<file path="config.mk">
export PLATFORM = sky130hd
export DESIGN_NAME = bp_axi_mem_window_flat
export DESIGN_NICKNAME = d
export VERILOG_FILES = /design/src/rtl/bp_axi_mem_window_if.sv /design/src/rtl/bp_axi_mem_window.sv /design/src/flat_wrapper.sv
export SDC_FILE = /design/constraint.sdc
export NUM_CORES = 1
export LEC_CHECK = 0
export BUFFER_PORTS_ARGS = -buffer_cell sky130_fd_sc_hd__buf_2
export CORE_AREA = 2 2 387 389
export DETAILED_ROUTE_END_ITERATION = 6
export DIE_AREA = 0 0 389 391
export PLACE_DENSITY = 0.35
export SLEW_MARGIN = 20
export SYNTH_ARGS = -nofsm -noshare
export SYNTH_HDL_FRONTEND = slang
export SYNTH_SLANG_ARGS = --single-unit
export TNS_END_PERCENT = 5
</file>
<file path="constraint.sdc">
create_clock -name clk_i -period 6.5 [get_ports clk_i]
set_input_delay 0.65 -clock clk_i [delete_from_list [all_inputs] [get_ports clk_i]]
set_output_delay 0.65 -clock clk_i [all_outputs]
set_load 0.01 [all_outputs]
</file>
<file path="src/rtl/bp_axi_mem_window_if.sv">
// AXI4 bus bundle for bp_axi_mem_window: master drives requests and W data, slave drives B/R responses.
interface bp_axi_mem_window_if #(
   parameter int unsigned ADDR_WIDTH_P = 64,
   parameter int unsigned DATA_WIDTH_P = 128,
   parameter int unsigned ID_WIDTH_P   = 4
);
   logic [ADDR_WIDTH_P-1:0]   awaddr;
   logic [ID_WIDTH_P-1:0]     awid;
   logic [7:0]                awlen;
   logic [2:0]                awsize;
   logic [1:0]                awburst;
   logic                      awlock;
   logic [3:0]                awcache;
   logic [2:0]                awprot;
   logic [3:0]                awqos;
   logic [3:0]                awregion;
   logic                      awvalid;
   logic                      awready;

   logic [DATA_WIDTH_P-1:0]   wdata;
   logic [DATA_WIDTH_P/8-1:0] wstrb;
   logic                      wlast;
   logic                      wvalid;
   logic                      wready;

   logic [ID_WIDTH_P-1:0]     bid;
   logic [1:0]                bresp;
   logic                      bvalid;
   logic                      bready;

   logic [ADDR_WIDTH_P-1:0]   araddr;
   logic [ID_WIDTH_P-1:0]     arid;
   logic [7:0]                arlen;
   logic [2:0]                arsize;
   logic [1:0]                arburst;
   logic                      arlock;
   logic [3:0]                arcache;
   logic [2:0]                arprot;
   logic [3:0]                arqos;
   logic [3:0]                arregion;
   logic                      arvalid;
   logic                      arready;

   logic [DATA_WIDTH_P-1:0]   rdata;
   logic [ID_WIDTH_P-1:0]     rid;
   logic [1:0]                rresp;
   logic                      rlast;
   logic                      rvalid;
   logic                      rready;

   modport master (
      output awaddr, awid, awlen, awsize, awburst, awlock, awcache, awprot, awqos, awregion, awvalid,
      input  awready,
      output wdata, wstrb, wlast, wvalid,
      input  wready,
      input  bid, bresp, bvalid,
      output bready,
      output araddr, arid, arlen, arsize, arburst, arlock, arcache, arprot, arqos, arregion, arvalid,
      input  arready,
      input  rdata, rid, rresp, rlast, rvalid,
      output rready
   );

   modport slave (
      input  awaddr, awid, awlen, awsize, awburst, awlock, awcache, awprot, awqos, awregion, awvalid,
      output awready,
      input  wdata, wstrb, wlast, wvalid,
      output wready,
      output bid, bresp, bvalid,
      input  bready,
      input  araddr, arid, arlen, arsize, arburst, arlock, arcache, arprot, arqos, arregion, arvalid,
      output arready,
      output rdata, rid, rresp, rlast, rvalid,
      input  rready
   );
endinterface

</file>
<file path="src/rtl/bp_axi_mem_window.sv">
// DRAM address window between the BlackParrot memory AXI manager and the DRAM controller.
// Out-of-window requests are absorbed and answered with DECERR. Optional macro AXI_MEM_WINDOW_ERR_CNT_EN adds error counters.
module bp_axi_mem_window #(
   parameter int unsigned ADDR_WIDTH_P = 64,
   parameter int unsigned DATA_WIDTH_P = 128,
   parameter int unsigned ID_WIDTH_P   = 4,
   parameter logic [63:0] BASE_ADDR_P  = 64'h8000_0000,
   parameter logic [63:0] SIZE_P       = 64'h4000_0000
) (
   input  logic                      clk_i,
   input  logic                      reset_i,
   bp_axi_mem_window_if.slave        s_axi,
   bp_axi_mem_window_if.master       m_axi
`ifdef AXI_MEM_WINDOW_ERR_CNT_EN
   ,
   output logic [15:0]               err_rd_cnt_o,
   output logic [15:0]               err_wr_cnt_o
`endif
);
   localparam int unsigned EXT_W = ADDR_WIDTH_P + 9;
   localparam logic [EXT_W-1:0]        BASE_EXT  = EXT_W'(BASE_ADDR_P);
   localparam logic [EXT_W-1:0]        LIMIT_EXT = EXT_W'(BASE_ADDR_P) + EXT_W'(SIZE_P) - EXT_W'(1);
   localparam logic [ADDR_WIDTH_P-1:0] BASE_A    = ADDR_WIDTH_P'(BASE_ADDR_P);

   typedef enum logic [2:0] {W_IDLE, W_PASS, W_DRAIN, W_BPASS, W_BERR} w_state_e;
   typedef enum logic [1:0] {R_IDLE, R_PASS, R_ERR} r_state_e;

   w_state_e                r_wstate;
   r_state_e                r_rstate;
   logic [ID_WIDTH_P-1:0]   r_wid;
   logic [ID_WIDTH_P-1:0]   r_rid;
   logic [7:0]              r_rlen;
   logic [7:0]              r_rcnt;

   logic w_aw_in, w_ar_in, w_aw_acc, w_ar_acc;

   // Widened by 9 bits so the burst end never wraps past the top of the address space.
   function automatic logic f_in_window(input logic [ADDR_WIDTH_P-1:0] addr,
                                        input logic [7:0] len, input logic [2:0] size);
      logic [EXT_W-1:0] w_last;
      w_last = EXT_W'(addr) + (EXT_W'({1'b0, len} + 9'd1) << size) - EXT_W'(1);
      return (EXT_W'(addr) >= BASE_EXT) && (w_last <= LIMIT_EXT);
   endfunction

   assign w_aw_in  = f_in_window(s_axi.awaddr, s_axi.awlen, s_axi.awsize);
   assign w_ar_in  = f_in_window(s_axi.araddr, s_axi.arlen, s_axi.arsize);
   assign w_aw_acc = s_axi.awvalid & s_axi.awready;
   assign w_ar_acc = s_axi.arvalid & s_axi.arready;

   always_comb begin
      m_axi.awaddr   = s_axi.awaddr - BASE_A;
      m_axi.awid     = s_axi.awid;
      m_axi.awlen    = s_axi.awlen;
      m_axi.awsize   = s_axi.awsize;
      m_axi.awburst  = s_axi.awburst;
      m_axi.awlock   = s_axi.awlock;
      m_axi.awcache  = s_axi.awcache;
      m_axi.awprot   = s_axi.awprot;
      m_axi.awqos    = s_axi.awqos;
      m_axi.awregion = s_axi.awregion;
      m_axi.awvalid  = 1'b0;
      s_axi.awready  = 1'b0;
      m_axi.wdata    = s_axi.wdata;
      m_axi.wstrb    = s_axi.wstrb;
      m_axi.wlast    = s_axi.wlast;
      m_axi.wvalid   = 1'b0;
      s_axi.wready   = 1'b0;
      s_axi.bid      = m_axi.bid;
      s_axi.bresp    = m_axi.bresp;
      s_axi.bvalid   = 1'b0;
      m_axi.bready   = 1'b0;
      case (r_wstate)
         // Idle outputs are gated by reset so every handshake line is low while reset is held.
         W_IDLE: if (!reset_i) begin
            m_axi.awvalid = s_axi.awvalid & w_aw_in;
            s_axi.awready = w_aw_in ? m_axi.awready : 1'b1;
         end
         W_PASS: begin
            m_axi.wvalid = s_axi.wvalid;
            s_axi.wready = m_axi.wready;
         end
         W_DRAIN: s_axi.wready = 1'b1;
         W_BPASS: begin
            s_axi.bvalid = m_axi.bvalid;
            m_axi.bready = s_axi.bready;
         end
         W_BERR: begin
            s_axi.bvalid = 1'b1;
            s_axi.bresp  = 2'b11;
            s_axi.bid    = r_wid;
         end
         default: ;
      endcase
   end

   always_comb begin
      m_axi.araddr   = s_axi.araddr - BASE_A;
      m_axi.arid     = s_axi.arid;
      m_axi.arlen    = s_axi.arlen;
      m_axi.arsize   = s_axi.arsize;
      m_axi.arburst  = s_axi.arburst;
      m_axi.arlock   = s_axi.arlock;
      m_axi.arcache  = s_axi.arcache;
      m_axi.arprot   = s_axi.arprot;
      m_axi.arqos    = s_axi.arqos;
      m_axi.arregion = s_axi.arregion;
      m_axi.arvalid  = 1'b0;
      s_axi.arready  = 1'b0;
      s_axi.rdata    = m_axi.rdata;
      s_axi.rid      = m_axi.rid;
      s_axi.rresp    = m_axi.rresp;
      s_axi.rlast    = m_axi.rlast;
      s_axi.rvalid   = 1'b0;
      m_axi.rready   = 1'b0;
      case (r_rstate)
         R_IDLE: if (!reset_i) begin
            m_axi.arvalid = s_axi.arvalid & w_ar_in;
            s_axi.arready = w_ar_in ? m_axi.arready : 1'b1;
         end
         R_PASS: begin
            s_axi.rvalid = m_axi.rvalid;
            m_axi.rready = s_axi.rready;
         end
         R_ERR: begin
            s_axi.rvalid = 1'b1;
            s_axi.rdata  = {DATA_WIDTH_P{1'b0}};
            s_axi.rresp  = 2'b11;
            s_axi.rid    = r_rid;
            s_axi.rlast  = (r_rcnt == r_rlen);
         end
         default: ;
      endcase
   end

   always_ff @(posedge clk_i or posedge reset_i) begin
      if (reset_i) begin
         r_wstate <= W_IDLE;
         r_wid    <= '0;
      end else begin
         case (r_wstate)
            W_IDLE: if (w_aw_acc) begin
               if (w_aw_in) begin
                  r_wstate <= W_PASS;
               end else begin
                  r_wid    <= s_axi.awid;
                  r_wstate <= W_DRAIN;
               end
            end
            W_PASS:  if (s_axi.wvalid && m_axi.wready && s_axi.wlast) r_wstate <= W_BPASS;
            W_DRAIN: if (s_axi.wvalid && s_axi.wlast) r_wstate <= W_BERR;
            W_BPASS: if (m_axi.bvalid && s_axi.bready) r_wstate <= W_IDLE;
            W_BERR:  if (s_axi.bready) r_wstate <= W_IDLE;
            default: r_wstate <= W_IDLE;
         endcase
      end
   end

   always_ff @(posedge clk_i or posedge reset_i) begin
      if (reset_i) begin
         r_rstate <= R_IDLE;
         r_rid    <= '0;
         r_rlen   <= '0;
         r_rcnt   <= '0;
      end else begin
         case (r_rstate)
            R_IDLE: if (w_ar_acc) begin
               if (w_ar_in) begin
                  r_rstate <= R_PASS;
               end else begin
                  r_rid    <= s_axi.arid;
                  r_rlen   <= s_axi.arlen;
                  r_rcnt   <= '0;
                  r_rstate <= R_ERR;
               end
            end
            R_PASS: if (m_axi.rvalid && s_axi.rready && m_axi.rlast) r_rstate <= R_IDLE;
            R_ERR: if (s_axi.rready) begin
               if (r_rcnt == r_rlen) r_rstate <= R_IDLE;
               else                  r_rcnt   <= r_rcnt + 8'd1;
            end
            default: r_rstate <= R_IDLE;
         endcase
      end
   end

`ifdef AXI_MEM_WINDOW_ERR_CNT_EN
   logic [15:0] r_err_rd_cnt;
   logic [15:0] r_err_wr_cnt;

   always_ff @(posedge clk_i or posedge reset_i) begin
      if (reset_i) begin
         r_err_rd_cnt <= '0;
         r_err_wr_cnt <= '0;
      end else begin
         if (w_ar_acc && !w_ar_in && r_err_rd_cnt != '1) r_err_rd_cnt <= r_err_rd_cnt + 16'd1;
         if (w_aw_acc && !w_aw_in && r_err_wr_cnt != '1) r_err_wr_cnt <= r_err_wr_cnt + 16'd1;
      end
   end

   assign err_rd_cnt_o = r_err_rd_cnt;
   assign err_wr_cnt_o = r_err_wr_cnt;
`endif
endmodule

</file>
<file path="src/flat_wrapper.sv">
// flat-port wrapper written by rule: the top's interface ports become plain ports
module bp_axi_mem_window_flat 
#(
   parameter int unsigned ADDR_WIDTH_P = 64,
   parameter int unsigned DATA_WIDTH_P = 128,
   parameter int unsigned ID_WIDTH_P   = 4,
   parameter logic [63:0] BASE_ADDR_P  = 64'h8000_0000,
   parameter logic [63:0] SIZE_P       = 64'h4000_0000
)
  (clk_i, reset_i, s_axi_awaddr, s_axi_awid, s_axi_awlen, s_axi_awsize, s_axi_awburst, s_axi_awlock, s_axi_awcache, s_axi_awprot, s_axi_awqos, s_axi_awregion, s_axi_awvalid, s_axi_awready, s_axi_wdata, s_axi_wstrb, s_axi_wlast, s_axi_wvalid, s_axi_wready, s_axi_bid, s_axi_bresp, s_axi_bvalid, s_axi_bready, s_axi_araddr, s_axi_arid, s_axi_arlen, s_axi_arsize, s_axi_arburst, s_axi_arlock, s_axi_arcache, s_axi_arprot, s_axi_arqos, s_axi_arregion, s_axi_arvalid, s_axi_arready, s_axi_rdata, s_axi_rid, s_axi_rresp, s_axi_rlast, s_axi_rvalid, s_axi_rready, m_axi_awaddr, m_axi_awid, m_axi_awlen, m_axi_awsize, m_axi_awburst, m_axi_awlock, m_axi_awcache, m_axi_awprot, m_axi_awqos, m_axi_awregion, m_axi_awvalid, m_axi_awready, m_axi_wdata, m_axi_wstrb, m_axi_wlast, m_axi_wvalid, m_axi_wready, m_axi_bid, m_axi_bresp, m_axi_bvalid, m_axi_bready, m_axi_araddr, m_axi_arid, m_axi_arlen, m_axi_arsize, m_axi_arburst, m_axi_arlock, m_axi_arcache, m_axi_arprot, m_axi_arqos, m_axi_arregion, m_axi_arvalid, m_axi_arready, m_axi_rdata, m_axi_rid, m_axi_rresp, m_axi_rlast, m_axi_rvalid, m_axi_rready);
  bp_axi_mem_window_if #(.ADDR_WIDTH_P(ADDR_WIDTH_P), .DATA_WIDTH_P(DATA_WIDTH_P), .ID_WIDTH_P(ID_WIDTH_P)) s_axi_i ();
  bp_axi_mem_window_if #(.ADDR_WIDTH_P(ADDR_WIDTH_P), .DATA_WIDTH_P(DATA_WIDTH_P), .ID_WIDTH_P(ID_WIDTH_P)) m_axi_i ();
  input  logic clk_i;
  input  logic reset_i;
  input wire logic [$bits(s_axi_i.awaddr)-1:0] s_axi_awaddr;
  input wire logic [$bits(s_axi_i.awid)-1:0] s_axi_awid;
  input wire logic [$bits(s_axi_i.awlen)-1:0] s_axi_awlen;
  input wire logic [$bits(s_axi_i.awsize)-1:0] s_axi_awsize;
  input wire logic [$bits(s_axi_i.awburst)-1:0] s_axi_awburst;
  input wire logic [$bits(s_axi_i.awlock)-1:0] s_axi_awlock;
  input wire logic [$bits(s_axi_i.awcache)-1:0] s_axi_awcache;
  input wire logic [$bits(s_axi_i.awprot)-1:0] s_axi_awprot;
  input wire logic [$bits(s_axi_i.awqos)-1:0] s_axi_awqos;
  input wire logic [$bits(s_axi_i.awregion)-1:0] s_axi_awregion;
  input wire logic [$bits(s_axi_i.awvalid)-1:0] s_axi_awvalid;
  output wire logic [$bits(s_axi_i.awready)-1:0] s_axi_awready;
  input wire logic [$bits(s_axi_i.wdata)-1:0] s_axi_wdata;
  input wire logic [$bits(s_axi_i.wstrb)-1:0] s_axi_wstrb;
  input wire logic [$bits(s_axi_i.wlast)-1:0] s_axi_wlast;
  input wire logic [$bits(s_axi_i.wvalid)-1:0] s_axi_wvalid;
  output wire logic [$bits(s_axi_i.wready)-1:0] s_axi_wready;
  output wire logic [$bits(s_axi_i.bid)-1:0] s_axi_bid;
  output wire logic [$bits(s_axi_i.bresp)-1:0] s_axi_bresp;
  output wire logic [$bits(s_axi_i.bvalid)-1:0] s_axi_bvalid;
  input wire logic [$bits(s_axi_i.bready)-1:0] s_axi_bready;
  input wire logic [$bits(s_axi_i.araddr)-1:0] s_axi_araddr;
  input wire logic [$bits(s_axi_i.arid)-1:0] s_axi_arid;
  input wire logic [$bits(s_axi_i.arlen)-1:0] s_axi_arlen;
  input wire logic [$bits(s_axi_i.arsize)-1:0] s_axi_arsize;
  input wire logic [$bits(s_axi_i.arburst)-1:0] s_axi_arburst;
  input wire logic [$bits(s_axi_i.arlock)-1:0] s_axi_arlock;
  input wire logic [$bits(s_axi_i.arcache)-1:0] s_axi_arcache;
  input wire logic [$bits(s_axi_i.arprot)-1:0] s_axi_arprot;
  input wire logic [$bits(s_axi_i.arqos)-1:0] s_axi_arqos;
  input wire logic [$bits(s_axi_i.arregion)-1:0] s_axi_arregion;
  input wire logic [$bits(s_axi_i.arvalid)-1:0] s_axi_arvalid;
  output wire logic [$bits(s_axi_i.arready)-1:0] s_axi_arready;
  output wire logic [$bits(s_axi_i.rdata)-1:0] s_axi_rdata;
  output wire logic [$bits(s_axi_i.rid)-1:0] s_axi_rid;
  output wire logic [$bits(s_axi_i.rresp)-1:0] s_axi_rresp;
  output wire logic [$bits(s_axi_i.rlast)-1:0] s_axi_rlast;
  output wire logic [$bits(s_axi_i.rvalid)-1:0] s_axi_rvalid;
  input wire logic [$bits(s_axi_i.rready)-1:0] s_axi_rready;
  output wire logic [$bits(m_axi_i.awaddr)-1:0] m_axi_awaddr;
  output wire logic [$bits(m_axi_i.awid)-1:0] m_axi_awid;
  output wire logic [$bits(m_axi_i.awlen)-1:0] m_axi_awlen;
  output wire logic [$bits(m_axi_i.awsize)-1:0] m_axi_awsize;
  output wire logic [$bits(m_axi_i.awburst)-1:0] m_axi_awburst;
  output wire logic [$bits(m_axi_i.awlock)-1:0] m_axi_awlock;
  output wire logic [$bits(m_axi_i.awcache)-1:0] m_axi_awcache;
  output wire logic [$bits(m_axi_i.awprot)-1:0] m_axi_awprot;
  output wire logic [$bits(m_axi_i.awqos)-1:0] m_axi_awqos;
  output wire logic [$bits(m_axi_i.awregion)-1:0] m_axi_awregion;
  output wire logic [$bits(m_axi_i.awvalid)-1:0] m_axi_awvalid;
  input wire logic [$bits(m_axi_i.awready)-1:0] m_axi_awready;
  output wire logic [$bits(m_axi_i.wdata)-1:0] m_axi_wdata;
  output wire logic [$bits(m_axi_i.wstrb)-1:0] m_axi_wstrb;
  output wire logic [$bits(m_axi_i.wlast)-1:0] m_axi_wlast;
  output wire logic [$bits(m_axi_i.wvalid)-1:0] m_axi_wvalid;
  input wire logic [$bits(m_axi_i.wready)-1:0] m_axi_wready;
  input wire logic [$bits(m_axi_i.bid)-1:0] m_axi_bid;
  input wire logic [$bits(m_axi_i.bresp)-1:0] m_axi_bresp;
  input wire logic [$bits(m_axi_i.bvalid)-1:0] m_axi_bvalid;
  output wire logic [$bits(m_axi_i.bready)-1:0] m_axi_bready;
  output wire logic [$bits(m_axi_i.araddr)-1:0] m_axi_araddr;
  output wire logic [$bits(m_axi_i.arid)-1:0] m_axi_arid;
  output wire logic [$bits(m_axi_i.arlen)-1:0] m_axi_arlen;
  output wire logic [$bits(m_axi_i.arsize)-1:0] m_axi_arsize;
  output wire logic [$bits(m_axi_i.arburst)-1:0] m_axi_arburst;
  output wire logic [$bits(m_axi_i.arlock)-1:0] m_axi_arlock;
  output wire logic [$bits(m_axi_i.arcache)-1:0] m_axi_arcache;
  output wire logic [$bits(m_axi_i.arprot)-1:0] m_axi_arprot;
  output wire logic [$bits(m_axi_i.arqos)-1:0] m_axi_arqos;
  output wire logic [$bits(m_axi_i.arregion)-1:0] m_axi_arregion;
  output wire logic [$bits(m_axi_i.arvalid)-1:0] m_axi_arvalid;
  input wire logic [$bits(m_axi_i.arready)-1:0] m_axi_arready;
  input wire logic [$bits(m_axi_i.rdata)-1:0] m_axi_rdata;
  input wire logic [$bits(m_axi_i.rid)-1:0] m_axi_rid;
  input wire logic [$bits(m_axi_i.rresp)-1:0] m_axi_rresp;
  input wire logic [$bits(m_axi_i.rlast)-1:0] m_axi_rlast;
  input wire logic [$bits(m_axi_i.rvalid)-1:0] m_axi_rvalid;
  output wire logic [$bits(m_axi_i.rready)-1:0] m_axi_rready;
  assign s_axi_i.awaddr = s_axi_awaddr;
  assign s_axi_i.awid = s_axi_awid;
  assign s_axi_i.awlen = s_axi_awlen;
  assign s_axi_i.awsize = s_axi_awsize;
  assign s_axi_i.awburst = s_axi_awburst;
  assign s_axi_i.awlock = s_axi_awlock;
  assign s_axi_i.awcache = s_axi_awcache;
  assign s_axi_i.awprot = s_axi_awprot;
  assign s_axi_i.awqos = s_axi_awqos;
  assign s_axi_i.awregion = s_axi_awregion;
  assign s_axi_i.awvalid = s_axi_awvalid;
  assign s_axi_awready = s_axi_i.awready;
  assign s_axi_i.wdata = s_axi_wdata;
  assign s_axi_i.wstrb = s_axi_wstrb;
  assign s_axi_i.wlast = s_axi_wlast;
  assign s_axi_i.wvalid = s_axi_wvalid;
  assign s_axi_wready = s_axi_i.wready;
  assign s_axi_bid = s_axi_i.bid;
  assign s_axi_bresp = s_axi_i.bresp;
  assign s_axi_bvalid = s_axi_i.bvalid;
  assign s_axi_i.bready = s_axi_bready;
  assign s_axi_i.araddr = s_axi_araddr;
  assign s_axi_i.arid = s_axi_arid;
  assign s_axi_i.arlen = s_axi_arlen;
  assign s_axi_i.arsize = s_axi_arsize;
  assign s_axi_i.arburst = s_axi_arburst;
  assign s_axi_i.arlock = s_axi_arlock;
  assign s_axi_i.arcache = s_axi_arcache;
  assign s_axi_i.arprot = s_axi_arprot;
  assign s_axi_i.arqos = s_axi_arqos;
  assign s_axi_i.arregion = s_axi_arregion;
  assign s_axi_i.arvalid = s_axi_arvalid;
  assign s_axi_arready = s_axi_i.arready;
  assign s_axi_rdata = s_axi_i.rdata;
  assign s_axi_rid = s_axi_i.rid;
  assign s_axi_rresp = s_axi_i.rresp;
  assign s_axi_rlast = s_axi_i.rlast;
  assign s_axi_rvalid = s_axi_i.rvalid;
  assign s_axi_i.rready = s_axi_rready;
  assign m_axi_awaddr = m_axi_i.awaddr;
  assign m_axi_awid = m_axi_i.awid;
  assign m_axi_awlen = m_axi_i.awlen;
  assign m_axi_awsize = m_axi_i.awsize;
  assign m_axi_awburst = m_axi_i.awburst;
  assign m_axi_awlock = m_axi_i.awlock;
  assign m_axi_awcache = m_axi_i.awcache;
  assign m_axi_awprot = m_axi_i.awprot;
  assign m_axi_awqos = m_axi_i.awqos;
  assign m_axi_awregion = m_axi_i.awregion;
  assign m_axi_awvalid = m_axi_i.awvalid;
  assign m_axi_i.awready = m_axi_awready;
  assign m_axi_wdata = m_axi_i.wdata;
  assign m_axi_wstrb = m_axi_i.wstrb;
  assign m_axi_wlast = m_axi_i.wlast;
  assign m_axi_wvalid = m_axi_i.wvalid;
  assign m_axi_i.wready = m_axi_wready;
  assign m_axi_i.bid = m_axi_bid;
  assign m_axi_i.bresp = m_axi_bresp;
  assign m_axi_i.bvalid = m_axi_bvalid;
  assign m_axi_bready = m_axi_i.bready;
  assign m_axi_araddr = m_axi_i.araddr;
  assign m_axi_arid = m_axi_i.arid;
  assign m_axi_arlen = m_axi_i.arlen;
  assign m_axi_arsize = m_axi_i.arsize;
  assign m_axi_arburst = m_axi_i.arburst;
  assign m_axi_arlock = m_axi_i.arlock;
  assign m_axi_arcache = m_axi_i.arcache;
  assign m_axi_arprot = m_axi_i.arprot;
  assign m_axi_arqos = m_axi_i.arqos;
  assign m_axi_arregion = m_axi_i.arregion;
  assign m_axi_arvalid = m_axi_i.arvalid;
  assign m_axi_i.arready = m_axi_arready;
  assign m_axi_i.rdata = m_axi_rdata;
  assign m_axi_i.rid = m_axi_rid;
  assign m_axi_i.rresp = m_axi_rresp;
  assign m_axi_i.rlast = m_axi_rlast;
  assign m_axi_i.rvalid = m_axi_rvalid;
  assign m_axi_rready = m_axi_i.rready;
  bp_axi_mem_window #(.ADDR_WIDTH_P(ADDR_WIDTH_P), .DATA_WIDTH_P(DATA_WIDTH_P), .ID_WIDTH_P(ID_WIDTH_P), .BASE_ADDR_P(BASE_ADDR_P), .SIZE_P(SIZE_P)) u_core (.clk_i(clk_i), .reset_i(reset_i), .s_axi(s_axi_i), .m_axi(m_axi_i));
endmodule
</file>
## Yosys cells after proc, flatten, opt, wreduce, memory -nomap -nowiden

Index checks and enable logic that the tools add are counted.

- Register bits: 29
- Input port bits: 492
- Output and inout bits: 490
- Logic and storage cells: 101

- Add/subtract/negate cells: 9
- $lt $le $gt $ge: 4
- Equality and inequality tests: 18
- Shifts and indexed selects: 2
- Multiplexer cells: 40
- Bitwise gates (word level): 6
- Reductions and logical operators: 16

Operator list:

| kind | count |
|---|---|
| $add A64 B73 Y73 | 2 |
| $le A73 B32 Y1 const B | 2 |
| $shl A73 B3 Y73 | 2 |
| $sub A73 B1 Y73 const B | 2 |
| $ge A64 B32 Y1 const B | 2 |
| $mux W128 | 1 |
| $sub A64 B32 Y64 const B | 2 |
| $mux W8 | 4 |
| $add A8 B1 Y9 const B | 2 |
| $mux W2 | 8 |
| $pmux W8 S2 | 1 |
| $mux W3 | 5 |
| $pmux W3 S5 | 1 |
| $mux W1 | 14 |
| $ne A2 B1 Y1 const B | 7 |
| $reduce_and A5 Y1 | 2 |
| $add A8 B1 Y8 const B | 1 |
| $eq A8 B8 Y1 | 1 |
| $logic_and A1 B1 Y1 | 8 |
| $mux W4 | 2 |
| $ne A2 B2 Y1 const B | 4 |
| $eq A3 B2 Y1 const B | 2 |
| $pmux W1 S2 | 3 |
| $pmux W2 S3 | 1 |
| other kinds (11) | 16 |

## Longest topological paths before layout

- Depth after elaboration: 12
- Depth in mapped cells: 28
- Depth with buffers taken out: 24

## Worst setup path before layout

Ideal clock, no wire load.

- Path kind: input to output
- Start point: in s_axi_arlen[2]
- End point: out s_axi_arready
- Arrival: 5.746 ns
- Required time: 5.850 ns
- Setup slack: 0.104 ns
- Stages: 26
- Buffers on the path: 3
- Path through: clkbuf_1 > and3_1 > clkbuf_1 > nand2_1 > or3_1 > a31o_2 > o31ai_1 > nor2_1 > a21oi_1 > nand2b_1 > ha_1 > inv_1 > ha_1 > buf_6 > a21oi_4 > o21a_2 > o221ai_2 > or3_4 > o211a_4 > nor3_4 > mux2i_1 > or4b_4 > nor4b_4 > nand2_1 > or4_1 > and3_1

- Word-level cells in the longest chain between the ends: 9

RTL lines:

| element | line | source |
|---|---|---|
| start: declaration | flat_wrapper.sv:38 | `input wire logic [$bits(s_axi_i.arlen)-1:0] s_axi_arlen;` |
| $add A8 B1 Y9 | bp_axi_mem_window.sv:41 | `w_last = EXT_W'(addr) + (EXT_W'({1'b0, len} + 9'd1) << size) - EXT_W'(1);` |
| $shl A73 B3 Y73 | bp_axi_mem_window.sv:41 |  |
| $add A64 B73 Y73 | bp_axi_mem_window.sv:41 |  |
| $sub A73 B1 Y73 | bp_axi_mem_window.sv:41 |  |
| $le A73 B32 Y1 | bp_axi_mem_window.sv:42 | `return (EXT_W'(addr) >= BASE_EXT) && (w_last <= LIMIT_EXT);` |
| $logic_and A1 B1 Y1 | bp_axi_mem_window.sv:42 |  |
| $mux W1 | bp_axi_mem_window.sv:118 | `s_axi.arready = w_ar_in ? m_axi.arready : 1'b1;` |
| $mux W1 | bp_axi_mem_window.sv:116 | `R_IDLE: if (!reset_i) begin` |
| $mux W1 | bp_axi_mem_window.sv:115 | `case (r_rstate)` |
| end: declaration | flat_wrapper.sv:47 | `output wire logic [$bits(s_axi_i.arready)-1:0] s_axi_arready;` |

Every way passes these cells.

## Final worst setup path

- Start point: in s_axi_arlen[3]
- End point: out s_axi_arready

The elaborated chain is that of the path after synthesis.

==> run metrics <==
result of the run=complete, but fails checks; violated checks=setup timing; Final setup viols=1; total DRC errors in the routed layout=0; H-Tree Level Count=2; WP data required=5850 ps; routed length per placed instance=22.08 um; number of hold-slack violations in the final timing report=0; number of vias per cell after detailed routing=4.350; number of distinct library cell variants in the gate-level netlist after synthesis=110; cell with the most instances after synthesis=inv_1; Yosys top cell area share=0.1589; setup skew after layout=7.722 ps; antenna violations before repair=14; Seq pwr share=0.083; clock share of power=0.080; count of routing violations after the opening detailed-route iteration=1,570; area growth from synthesis to final layout=28.02%; number of cells in the design after placement=5,313; global-route wire length before repair=163,700 um; CTS tree=built; number of detailed-route iterations in the first pass=5; largest cells by area after synthesis=ha_1 (16%), buf_4 (10%), nor2b_1 (5.9%); Setup Slack @ Placement=-389.0 ps; post-route ant nets=0; Critical Path Source Type=input port; cell type with the largest total area after synthesis=ha_1; Vert. Die Dim=391 um; fraction of power consumed by combinational cells=0.837; clk buf depth=2; ratio of final minimum period to clock period=1.002; final core occ=0.1710; cell count after synthesis=2,910; number of placement rows=142; Crit Path Class=input port to primary output; total wirelength of the detailed-routed design=118,100 um; crit path setup slack, layout=-11.71 ps; Starting Density=0.1336; power density over cell area=160.6 nW/um^2; critical path endpoint category=primary output; maxcap violations=0; CP max FO=5; root buffer cell=clkbuf_16; Main synth FF type=dfrtp_1; mean post-synth cell area=6.818 sq um; worst IR drop on VDD=187.3 uV; reported net switching power=0.002287 W; Post-synth ARST share=1.000; ranking of synthesized cells by instance count=inv_1 (277), buf_4 (274), ha_1 (252); warnings from Yosys=0; final count of pins violating max slew=0; cell-internal power=0.001793 W; CTS clock-pin slew for the worst setup and hold paths=80 ps; placed instance area=24,540 sq um; Hold Path Class=flop to flop; clock latency on the worst-skew pair=310 ps; FF+latch count, synth=29; Net count, final=4,139; share of layout cells above drive strength 1=0.3088; half-perimeter wire length after detailed placement=104,500 um; clk sink count=29; unrepaired setup endpoints after global routing=yes; floorplan die area=152,100 sq um; relative slew slack=0.2590; proportion of synthesized chip area in sequential cells=0.03658; vias after detailed routing=23.26k; area of the mapped netlist=19,840 sq um; total congestion overflow=0; Design Area, Final=25,400 sq um; upper clock frequency limit=153.6 MHz; Ports=982; Chip Width=389 um; number of port buffers=621; shortest clock period the worst path allows after layout=6512 ps; CP arrival=5860 ps; largest net degree at the start of global routing=86; number of global-route vias before repair=22.88k; leakage=11.43 nW; number of standard cells in the layout, taps in and fillers out=5,347; routability congestion estimate=0.9527; Floorplan Core Area=148,500 sq um; Switching Fraction=0.5605; CTS buffer count=5; Worst Tran Pin Value=1109 ps; all-layer global routing usage=0.1467; number of synthesized flops with an enable pin=0; # fillers=17.23k; Post-Synthesis Net Count=3,656
==> cell type report <==
| cell class | instances | area, sq um | share of cell area |
|---|---|---|---|
| sequential | 29 | 725.7 | 0.02857 |
| tap | 1944 | 2432 | 0.09577 |
| multi-input combinational | 2224 | 16110 | 0.6342 |
| antenna | 9 | 22.52 | 0.0008867 |
| inverter | 277 | 1040 | 0.04094 |
| clock buffer | 6 | 138.9 | 0.005468 |
| clock inverter | 2 | 37.54 | 0.001478 |
| timing repair buffer | 856 | 4895 | 0.1927 |
==> cells in the final DEF, fill, tap and decap left out, types with 29 or more instances in the layout <==
cell type and count:
nor2b_1 184, nor3_1 58, o211ai_1 34, o31ai_1 51, a211oi_1 30, dfrtp_1 29, ha_1 238, buf_4 232
nor2_1 172, a21oi_1 183, nand2b_1 40, nand4_1 56, nor4_1 57, buf_2 620, o21ai_0 113, nand2_1 221
nand3_1 80, xnor2_1 84, inv_1 275
==> path summary, 6_finish.rpt <==
check                           cells past startpoint  slack, ps                from          endpoint
worst max-delay path                               28        -10      s_axi_arlen[3]     s_axi_arready
worst min-delay path                                1        510     u_core.r_wid[0]   u_core.r_wid[0]
worst max register to register                      5       3810  u_core.r_rstate[0]  u_core.r_rcnt[7]
worst min register to register                      1        510     u_core.r_wid[0]   u_core.r_wid[0]
max in group asynchronous                           4       5060             reset_i   u_core.r_wid[0]
min in group asynchronous                           3        680             reset_i   u_core.r_wid[3]
==> layer usage <==
| metal | vias up | routed length [um] | GRT usage | part of all wire |
|---|---|---|---|---|
| met2 | 904 | 55330 | 0.2483 | 0.47 |
| met4 | 4 | 3724 | 0.03996 | 0.032 |
| li1 | 11110 | - | - | - |
| met5 | - | 23 | 0 | 0.00019 |
| met1 | 11070 | 49660 | 0.1815 | 0.42 |
| met3 | 180 | 9337 | 0.03988 | 0.079 |
==> logic make-up after synthesis <==
family                   Yosys count  share of synthesized area
AO/OA/AOI/OAI                    727                     0.2456
multiplexers                      58                    0.03330
XOR/XNOR                          96                    0.04238
flip-flops                        29                    0.03658
adder cells (fa/ha/maj)          254                     0.1609
buffers and inverters            657                     0.1789
AND/OR/NAND/NOR                 1089                     0.3022
==> power by group through the flow <==
stage,Sequential (W),Combinational [W],Clock (W)
floorplan,0.000302,0.00201,0
global placement,0.000339,0.00332,0
detailed placement,0.000338,0.00329,0
CTS,0.000337,0.00338,0.000357
global route,0.000350,0.00371,0.000357
finish,0.000339,0.00342,0.000326
==> timing repair <==
action | in CTS | in global routing
buffers inserted | 10 | 7
hold buffers | 0 | 0
gates cloned | 0 | 0
pin swaps | 28 | 39
gates resized for setup | 74 | 40
setup endpoints to repair | 4 | 10
==> worst max-delay path, stage by stage <==
cell	delay [ps]
buf_2	90
and3_4	180
nand2_1	60
or3_1	340
a31o_2	260
o31ai_2	80
mux2i_1	150
a22oi_1	220
ha_1	180
inv_1	60
ha_4	290
buf_4	120
nand2_1	90
a211oi_2	190
a21oi_2	70
buf_4	170
buf_4	140
o31ai_4	310
buf_4	170
o31ai_1	60
buf_4	170
a2111o_1	390
a21oi_2	210
o2111ai_2	190
buf_4	210
or4_1	470
and3_4	200
buf_2	130
==> registers in the layout (all words and copies together), names as in the netlist <==
register / flops
u_core.r_rlen: 8
u_core.r_wstate: 3
u_core.r_rcnt: 8
u_core.r_rid: 4
u_core.r_wid: 4
u_core.r_rstate: 2
==> stage by stage <==
step,total power (W),setup TNS [ps],hold WS (ps)
finish,0.004080,-11.71,511.0
global route,0.004421,-523.1,526.5
CTS,0.004075,-17.96,516.2
detailed placement,0.003629,-4190,494.7
global placement,0.003663,-2842,485.8
floorplan,0.002312,0,475.0
Note: power is estimated with default switching activity, not from simulation.
